[src/rtl/mem_access_ctrl.sv]
// MEM-stage data-memory access sequencer onto a variable-latency req/ack bus.
// Optional posted stores: define MEM_CTRL_POSTED_WR_EN.
module mem_access_ctrl #(
  parameter int unsigned TIMEOUT_CYC = 64
) (
  input  logic        clk,
  input  logic        rst,
  input  logic        req_valid,
  input  logic        req_we,
  input  logic [1:0]  req_size,
  input  logic        req_signed,
  input  logic [31:0] req_addr,
  input  logic [31:0] req_wdata,
  input  logic [4:0]  req_rd,
  output logic        bus_req,
  output logic        bus_wr,
  output logic [31:0] bus_addr,
  output logic [3:0]  bus_wstrb,
  output logic [31:0] bus_wdata,
  input  logic        bus_ack,
  input  logic [31:0] bus_rdata,
  output logic        stallreq,
  output logic        resp_valid,
  output logic [31:0] resp_rdata,
  output logic [4:0]  resp_rd,
  output logic        err_align,
  output logic        err_timeout
);

  localparam int unsigned CNT_W = 8;
  localparam int unsigned DW    = 32;

  typedef enum logic [1:0] {
    IDLE = 2'd0,
    REQ  = 2'd1,
    DONE = 2'd2
  } state_t;

  state_t           state;
  state_t           state_nx;
  logic [CNT_W-1:0] cnt;
  logic             lat_we;
  logic             lat_sgn;
  logic [1:0]       lat_size;
  logic [1:0]       lat_lo;

  logic             misalign_c;
  logic             tmo_c;
  logic             resp_en_c;
  logic [3:0]       strb_c;
  logic [DW-1:0]    wdata_c;
  logic [DW-1:0]    shift_c;
  logic [DW-1:0]    load_c;

  assign misalign_c = (req_size == 2'd3) ||
                      ((req_size == 2'd1) && req_addr[0]) ||
                      ((req_size == 2'd2) && (req_addr[1:0] != 2'b00));

  assign tmo_c = (state == REQ) && !bus_ack && (cnt == CNT_W'(TIMEOUT_CYC - 1));

`ifdef MEM_CTRL_POSTED_WR_EN
  assign resp_en_c = !lat_we;
`else
  assign resp_en_c = 1'b1;
`endif

  // State register
  always_ff @(posedge clk or negedge rst) begin
    if (!rst) state <= IDLE;
    else      state <= state_nx;
  end

  // Next-state logic
  always_comb begin
    state_nx = state;
    case (state)
      IDLE:    if (req_valid && !misalign_c) state_nx = REQ;
      REQ: begin
        if (bus_ack)    state_nx = DONE;
        else if (tmo_c) state_nx = IDLE;
      end
      DONE:    state_nx = IDLE;
      default: state_nx = IDLE;
    endcase
  end

  // Output logic: store lanes, load alignment, stall request
  always_comb begin
    strb_c   = 4'b0000;
    wdata_c  = '0;
    stallreq = 1'b0;
    shift_c  = bus_rdata >> {lat_lo, 3'b000};
    load_c   = shift_c;

    if (req_we) begin
      case (req_size)
        2'd0: begin
          strb_c  = 4'b0001 << req_addr[1:0];
          wdata_c = {4{req_wdata[7:0]}};
        end
        2'd1: begin
          strb_c  = 4'b0011 << {req_addr[1], 1'b0};
          wdata_c = {2{req_wdata[15:0]}};
        end
        2'd2: begin
          strb_c  = 4'b1111;
          wdata_c = req_wdata;
        end
        default: begin
          strb_c  = 4'b0000;
          wdata_c = '0;
        end
      endcase
    end

    case (lat_size)
      2'd0:    load_c = lat_sgn ? {{24{shift_c[7]}}, shift_c[7:0]}
                                : {24'b0, shift_c[7:0]};
      2'd1:    load_c = lat_sgn ? {{16{shift_c[15]}}, shift_c[15:0]}
                                : {16'b0, shift_c[15:0]};
      default: load_c = shift_c;
    endcase

    case (state)
`ifdef MEM_CTRL_POSTED_WR_EN
      IDLE:    stallreq = req_valid && !req_we;
      REQ:     stallreq = lat_we ? req_valid : 1'b1;
`else
      IDLE:    stallreq = req_valid;
      REQ:     stallreq = 1'b1;
`endif
      DONE:    stallreq = req_valid;
      default: stallreq = 1'b0;
    endcase
  end

  // Registered bus drive, response and error pulses
  always_ff @(posedge clk or negedge rst) begin
    if (!rst) begin
      cnt         <= '0;
      lat_we      <= 1'b0;
      lat_sgn     <= 1'b0;
      lat_size    <= 2'd0;
      lat_lo      <= 2'd0;
      bus_req     <= 1'b0;
      bus_wr      <= 1'b0;
      bus_addr    <= '0;
      bus_wstrb   <= 4'b0000;
      bus_wdata   <= '0;
      resp_valid  <= 1'b0;
      resp_rdata  <= '0;
      resp_rd     <= 5'd0;
      err_align   <= 1'b0;
      err_timeout <= 1'b0;
    end else begin
      resp_valid  <= 1'b0;
      err_align   <= 1'b0;
      err_timeout <= 1'b0;
      case (state)
        IDLE: begin
          if (req_valid && misalign_c) begin
            err_align <= 1'b1;
          end else if (req_valid) begin
            cnt       <= '0;
            lat_we    <= req_we;
            lat_sgn   <= req_signed;
            lat_size  <= req_size;
            lat_lo    <= req_addr[1:0];
            resp_rd   <= req_rd;
            bus_req   <= 1'b1;
            bus_wr    <= req_we;
            bus_addr  <= {req_addr[31:2], 2'b00};
            bus_wstrb <= strb_c;
            bus_wdata <= wdata_c;
          end
        end
        REQ: begin
          if (bus_ack || tmo_c) begin
            cnt       <= '0;
            bus_req   <= 1'b0;
            bus_wr    <= 1'b0;
            bus_addr  <= '0;
            bus_wstrb <= 4'b0000;
            bus_wdata <= '0;
          end else begin
            cnt <= cnt + CNT_W'(1);
          end
          // Ack in the final timeout cycle takes priority over the abort
          if (bus_ack) begin
            resp_valid <= resp_en_c;
            resp_rdata <= lat_we ? '0 : load_c;
          end else if (tmo_c) begin
            err_timeout <= 1'b1;
          end
        end
        default: ;
      endcase
    end
  end

endmodule

[config.mk]
export PLATFORM = sky130hd
export DESIGN_NAME = mem_access_ctrl
export DESIGN_NICKNAME = d
export VERILOG_FILES = /design/src/rtl/mem_access_ctrl.sv
export SDC_FILE = /design/constraint.sdc
export NUM_CORES = 1
export LEC_CHECK = 0
export BUFFER_PORTS_ARGS = -buffer_cell sky130_fd_sc_hd__buf_4
export CAP_MARGIN = 25
export CORE_UTILIZATION = 45
export DETAILED_ROUTE_END_ITERATION = 8
export PLACE_DENSITY = 0.88
export SLEW_MARGIN = 30
export SYNTH_ARGS = -nofsm -noshare
export SYNTH_HDL_FRONTEND = slang
export SYNTH_SLANG_ARGS = --single-unit
[constraint.sdc]
create_clock -name clk -period 2.08 [get_ports clk]
set_clock_uncertainty 0.1 [all_clocks]
set_input_delay 0.208 -clock clk [delete_from_list [all_inputs] [get_ports clk]]
set_output_delay 0.208 -clock clk [all_outputs]
set_load 0.05 [all_outputs]
## Word-level counts from Yosys, hierarchy flattened

Index checks and enable logic that the tools add are counted.

- Output and inout port bits: 111
- Bits of input ports: 109
- Flip-flop bits (word level): 126

- Bitwise logic cells: 1
- Shift-type cells: 3
- Equality and inequality tests: 12
- Reduce and logical (&&, ||, !) cells: 22
- Muxes and demuxes: 42
- Add/subtract/negate cells: 1

Operator list:

| kind | count |
|---|---|
| 32-bit two-way mux | 9 |
| 32-bit case mux with 2 select lines | 3 |
| 32-bit case mux with 3 select lines | 1 |
| 32-bit by 5-bit right shift with 32-bit output | 1 |
| 8-bit two-way mux | 3 |
| 4-bit two-way mux | 4 |
| 8-bit case mux with 2 select lines | 1 |
| 1-bit two-way mux | 12 |
| 4-bit case mux with 3 select lines | 1 |
| 8-bit by 1-bit adder with 8-bit output, second input constant | 1 |
| 8-bit by 6-bit equality test with 1-bit output, second input constant | 1 |
| 4-bit case mux with 2 select lines | 1 |
| 2-bit by 1-bit equality test with 1-bit output, second input constant | 3 |
| 2-bit equality test, second input constant | 3 |
| 1-bit logical AND | 6 |
| 2-bit logical NOT | 3 |
| 2-bit two-way mux | 3 |
| 2-bit inequality test, second input constant | 3 |
| 1-bit case mux with 2 select lines | 3 |
| 3-bit AND reduction | 2 |
| 2-bit case mux with 2 select lines | 1 |
| 2-bit AND reduction | 2 |
| 4-bit AND reduction | 1 |
| 2-bit nonzero test | 2 |
| 8 further kinds | 11 |

## Logic depth before layout (Yosys ltp)

- Depth after elaboration: 8
- Depth in mapped cells: 8
- Gate-level depth less buffers: 5

## Worst setup path before layout

OpenSTA, ideal clock, no wires.

- Kind: flip-flop to flip-flop
- Start: register cnt[0]
- End: register bus_wdata[24]
- Clock period less this slack: 1.986 ns
- Library setup time: 0.125 ns
- Slack: 0.094 ns
- Stages on the path, launching flop included: 8
- Data required time: 1.855 ns
- Arrival: 1.761 ns
- Path through: dfrtp_1 > ha_1 > and3_1 > a41oi_4 > a21o_1 > buf_6 > buf_8 > mux2_4

- Word-level cells in the longest chain between the ends: 5

Ends and longest elaborated chain:

| what | line | source |
|---|---|---|
| start: declaration | 41 | `logic [CNT_W-1:0] cnt;` |
| start signal: assignment | 186 | `cnt <= cnt + CNT_W'(1);` |
| 8-bit by 6-bit equality test with 1-bit output | 59 | `assign tmo_c = (state == REQ) && !bus_ack && (cnt == CNT_W'(TIMEOUT_CYC - 1));` |
| 1-bit logical AND | 59 |  |
| 1-bit logical OR | 178 | `if (bus_ack \|\| tmo_c) begin` |
| 2-bit by 1-bit inequality test with 1-bit output (no source line) | n/a |  |
| 4-bit AND reduction (no source line) | n/a |  |
| end signal: assignment | 174 | `bus_wdata <= wdata_c;` |
| end: declaration | 19 | `output logic [31:0] bus_wdata,` |

No other way between the ends.
A chain may end at the register's enable or synchronous reset.

## Final worst setup path

- Start: register cnt[0]
- End: register bus_wdata[30]

The elaborated chain is that of the path after synthesis.

==> results.json <==
{
  "seqPwrFrac_pct": 30.0,
  "core_mm2": 0.0127,
  "dpl_cell_area_mm2": 0.00773,
  "cts_sinks": 124,
  "dieHeight_um": 116,
  "netlist_instances": 521,
  "drtPass1Iterations": 5,
  "h-tree-depth": 4,
  "ir_drop_uv": 617,
  "drt-total-wl_mm": 18.6,
  "boundaryPins": 220,
  "ant_nets": 0,
  "timing.final.crit_share_pct": 97.7,
  "die_w_um": 116,
  "internal-power_mw": 6.86,
  "path_class": "reg2reg",
  "maxSlewHeadroom_pct": 56.2,
  "io_buffers": 217,
  "ys.flop_type": "dfrtp_1",
  "setup_viol": 0,
  "die_area_mm2": 0.0135,
  "min_period_ns": 2.03,
  "worst_setup_path_end_kind": "register",
  "synth-edff-count": 0,
  "synth_cell_type_count": 46,
  "worst_slack_ns": 0.0479,
  "grt_pass1_wl_mm": 28.7,
  "synth_seq_area_share_pct": 53.0,
  "hold_viol": 0,
  "netSwitchingFraction_pct": 40.7,
  "cts_buffers": 17,
  "row_count": 41,
  "critical_path.max_fanout": 19,
  "final_nets": 911,
  "num_vias": 5580,
  "switching_power_mw": 4.70,
  "fmax_mhz": 492,
  "worstPathArrival_ns": 2.22,
  "synth_warnings": 0,
  "avgSynthCellArea_um2": 11.2,
  "synth_area_mm2": 0.00586,
  "grt_pass1_vias": 5566,
  "worst_skew_pair.late_latency_ns": 0.42,
  "n_fill_cell": 830,
  "track_usage_pct": 28.3,
  "drv_cap": 0,
  "start_util_pct": 46.2,
  "cts_buffer_depth": 2,
  "overflow": 0,
  "place_hpwl_mm": 12.3,
  "fin_util_pct": 70.8,
  "post-route-cell-area_mm2": 0.00897,
  "worst_pin_slew_ns": 0.656,
  "power_frac_comb_pct": 43.5,
  "hp-class": "in2reg",
  "viasPerCell": 5.66,
  "power.density_mw_per_mm2": 1290,
  "drc": 0,
  "drive_above_1_share_pct": 37.0,
  "leakagePower_nw": 4.50,
  "cts_tree": "yes",
  "post_cts_buffers": 0,
  "antenna_found_initial": 0,
  "status": "complete, no violations",
  "clk_pin_slew_worst_paths_ns": 0.05,
  "synthArstFlopShare_pct": 100,
  "ys_ff_latch": 124,
  "dp_worst_setup_slack_ns": 0.0303,
  "p_clk_share_pct": 26.5,
  "clockRootBuffer": "clkbuf_16",
  "syn_to_final_growth_pct": 53.2,
  "start_kind": "register",
  "report.final.slew_viol_count": 0,
  "cp.required_ns": 2.27,
  "routedWlPerCell_um": 18.9,
  "grt_max_degree": 52,
  "drt-initial-drc-count": 444,
  "gp_congestion": 0.850
}
[cell type report]
| type | instances | area (um2) | share of cell area (%) |
|---|---|---|---|
| inverters | 18 | 67.6 | 0.753 |
| diodes | 1 | 2.50 | 0.0279 |
| well taps | 172 | 215 | 2.40 |
| multi-input cells | 338 | 2470 | 27.5 |
| clock buffers | 25 | 505 | 5.64 |
| clock inverters | 6 | 108 | 1.20 |
| flip-flops and latches | 124 | 3100 | 34.6 |
| repair buffers | 302 | 2500 | 27.9 |
[worst max-delay path, stage by stage, from the launching register on]
cell	delay, ns
dfrtp_1	0.41
ha_1	0.25
and3_2	0.27
a41oi_4	0.24
a21o_4	0.15
buf_12	0.16
mux2_1	0.34
[power by group through the flow]
stage	Combinational (mW)	Sequential, mW	Clock (mW)
final	5.02	3.47	3.06
after global routing	5.27	3.53	3.20
after CTS	5.00	3.46	3.09
after detailed placement	4.89	3.48	0
after global placement	4.80	3.45	0
after floorplan	1.39	5.35	0
[through the flow]
| step | std cells | hold WS [ns] | TNS (ns) | total power [mW] |
|---|---|---|---|---|
| detailed placement | 893 | 0.122 | 0 | 8.37 |
| floorplan | 522 | -0.188 | 0 | 6.74 |
| finish | 986 | 0.0246 | 0 | 11.6 |
| global route | 985 | 0.0147 | -0.0135 | 12.0 |
| CTS | 984 | 0.00763 | 0 | 11.6 |
| global placement | 893 | 0.123 | 0 | 8.25 |
[registers in the layout, indices dropped and copies added, names as in the netlist]
| register | cells |
|---|---|
| bus_wdata | 32 |
| resp_rdata | 32 |
| bus_addr | 30 |
| cnt | 8 |
| resp_rd | 5 |
| bus_wstrb | 4 |
| lat_lo | 2 |
| lat_size | 2 |
| state | 2 |
| bus_req | 1 |
| bus_wr | 1 |
| err_align | 1 |
| err_timeout | 1 |
| lat_sgn | 1 |
| lat_we | 1 |
| resp_valid | 1 |
[kinds of logic (layout without fill, tap and decap cells)]
logic type / Yosys count / in the layout / synth area share, %
buf+inv: 60 / 351 / 5.04
flops: 124 / 124 / 53.0
mux: 57 / 57 / 11.3
other cells: 1 / 3 / 0.0640
fa+ha+maj: 1 / 1 / 0.214
compound gates: 170 / 170 / 20.9
simple gates: 108 / 108 / 9.55
[cell usage in the layout, fill, tap and decap left out, drive strengths merged, types with 3 or more instances in the layout]
cell type | netlist | final
a21oi | 39 | 39
and3 | 6 | 6
nor2 | 13 | 13
mux2 | 28 | 28
a21o | 4 | 4
o2bb2ai | 8 | 8
clkbuf | 19 | 25
mux2i | 27 | 27
nand2 | 36 | 36
dlygate4sd3 | 0 | 61
buf | 23 | 241
o21bai | 8 | 8
bufinv | 0 | 3
o21ai | 37 | 37
dfrtp | 124 | 124
a221o | 17 | 17
nor3 | 3 | 3
and2 | 11 | 11
inv | 18 | 18
a22o | 48 | 48
nand2b | 5 | 5
nand3b | 9 | 9
nand3 | 8 | 8
nor2b | 9 | 9
[layer usage]
metal / GRT usage, % / routed length (um)
met4: 13.9 / 556
met3: 8.84 / 1570
met5: 0 / 0
met2: 47.3 / 9400
met1: 33.1 / 7110
[final timing paths]
path / start / endpoint / slack [ns] / cells after the start
min in group asynchronous: rst / resp_rdata[8] / 0.23 / 2
max in group asynchronous: rst / bus_addr[12] / 0.99 / 3
max reg2reg: cnt[0] / bus_wdata[30] / 0.05 / 6
min: req_addr[1] / lat_lo[1] / 0.02 / 3
max: cnt[0] / bus_wdata[30] / 0.05 / 6
min reg2reg: resp_rdata[12] / resp_rdata[12] / 0.38 / 2
[repair_timing]
action / 4_1_cts / 5_1_grt
hold buffers: 60 / 1
gates resized for setup: 0 / 3
hold endpoints to repair: 97 / 1
endpoints found under the setup margin: 0 / 39
[synth_stat cells, types with 2 or more instances]
cell       instances  area share [%]
dfrtp_1          124              53
a22o_1            48             7.2
a21oi_1           39             3.3
o21ai_0           37             3.2
nand2_1           36             2.3
mux2i_1           27             4.6
clkbuf_1          19             1.2
inv_1             18             1.2
a221o_1           17             2.9
mux2_2            17             3.3
nor2_1            13            0.83
and2_1            11             1.2
buf_2             10            0.85
nand3b_1           9             1.2
nor2b_1            9            0.96
mux2_4             8             2.1
nand3_1            8            0.68
o21bai_1           8             1.0
o2bb2ai_1          8             1.2
and3_1             6            0.64
buf_1              6            0.38
nand2b_1           5            0.53
a21o_1             4            0.51
buf_6              3            0.58
mux2_1             3            0.58
nor3_1             3            0.26
a31oi_1            2            0.21
buf_4              2            0.26
mux4_2             2            0.77
nor4_1             2            0.21
or2_2              2            0.21
Power figures use the tool's default switching activity.
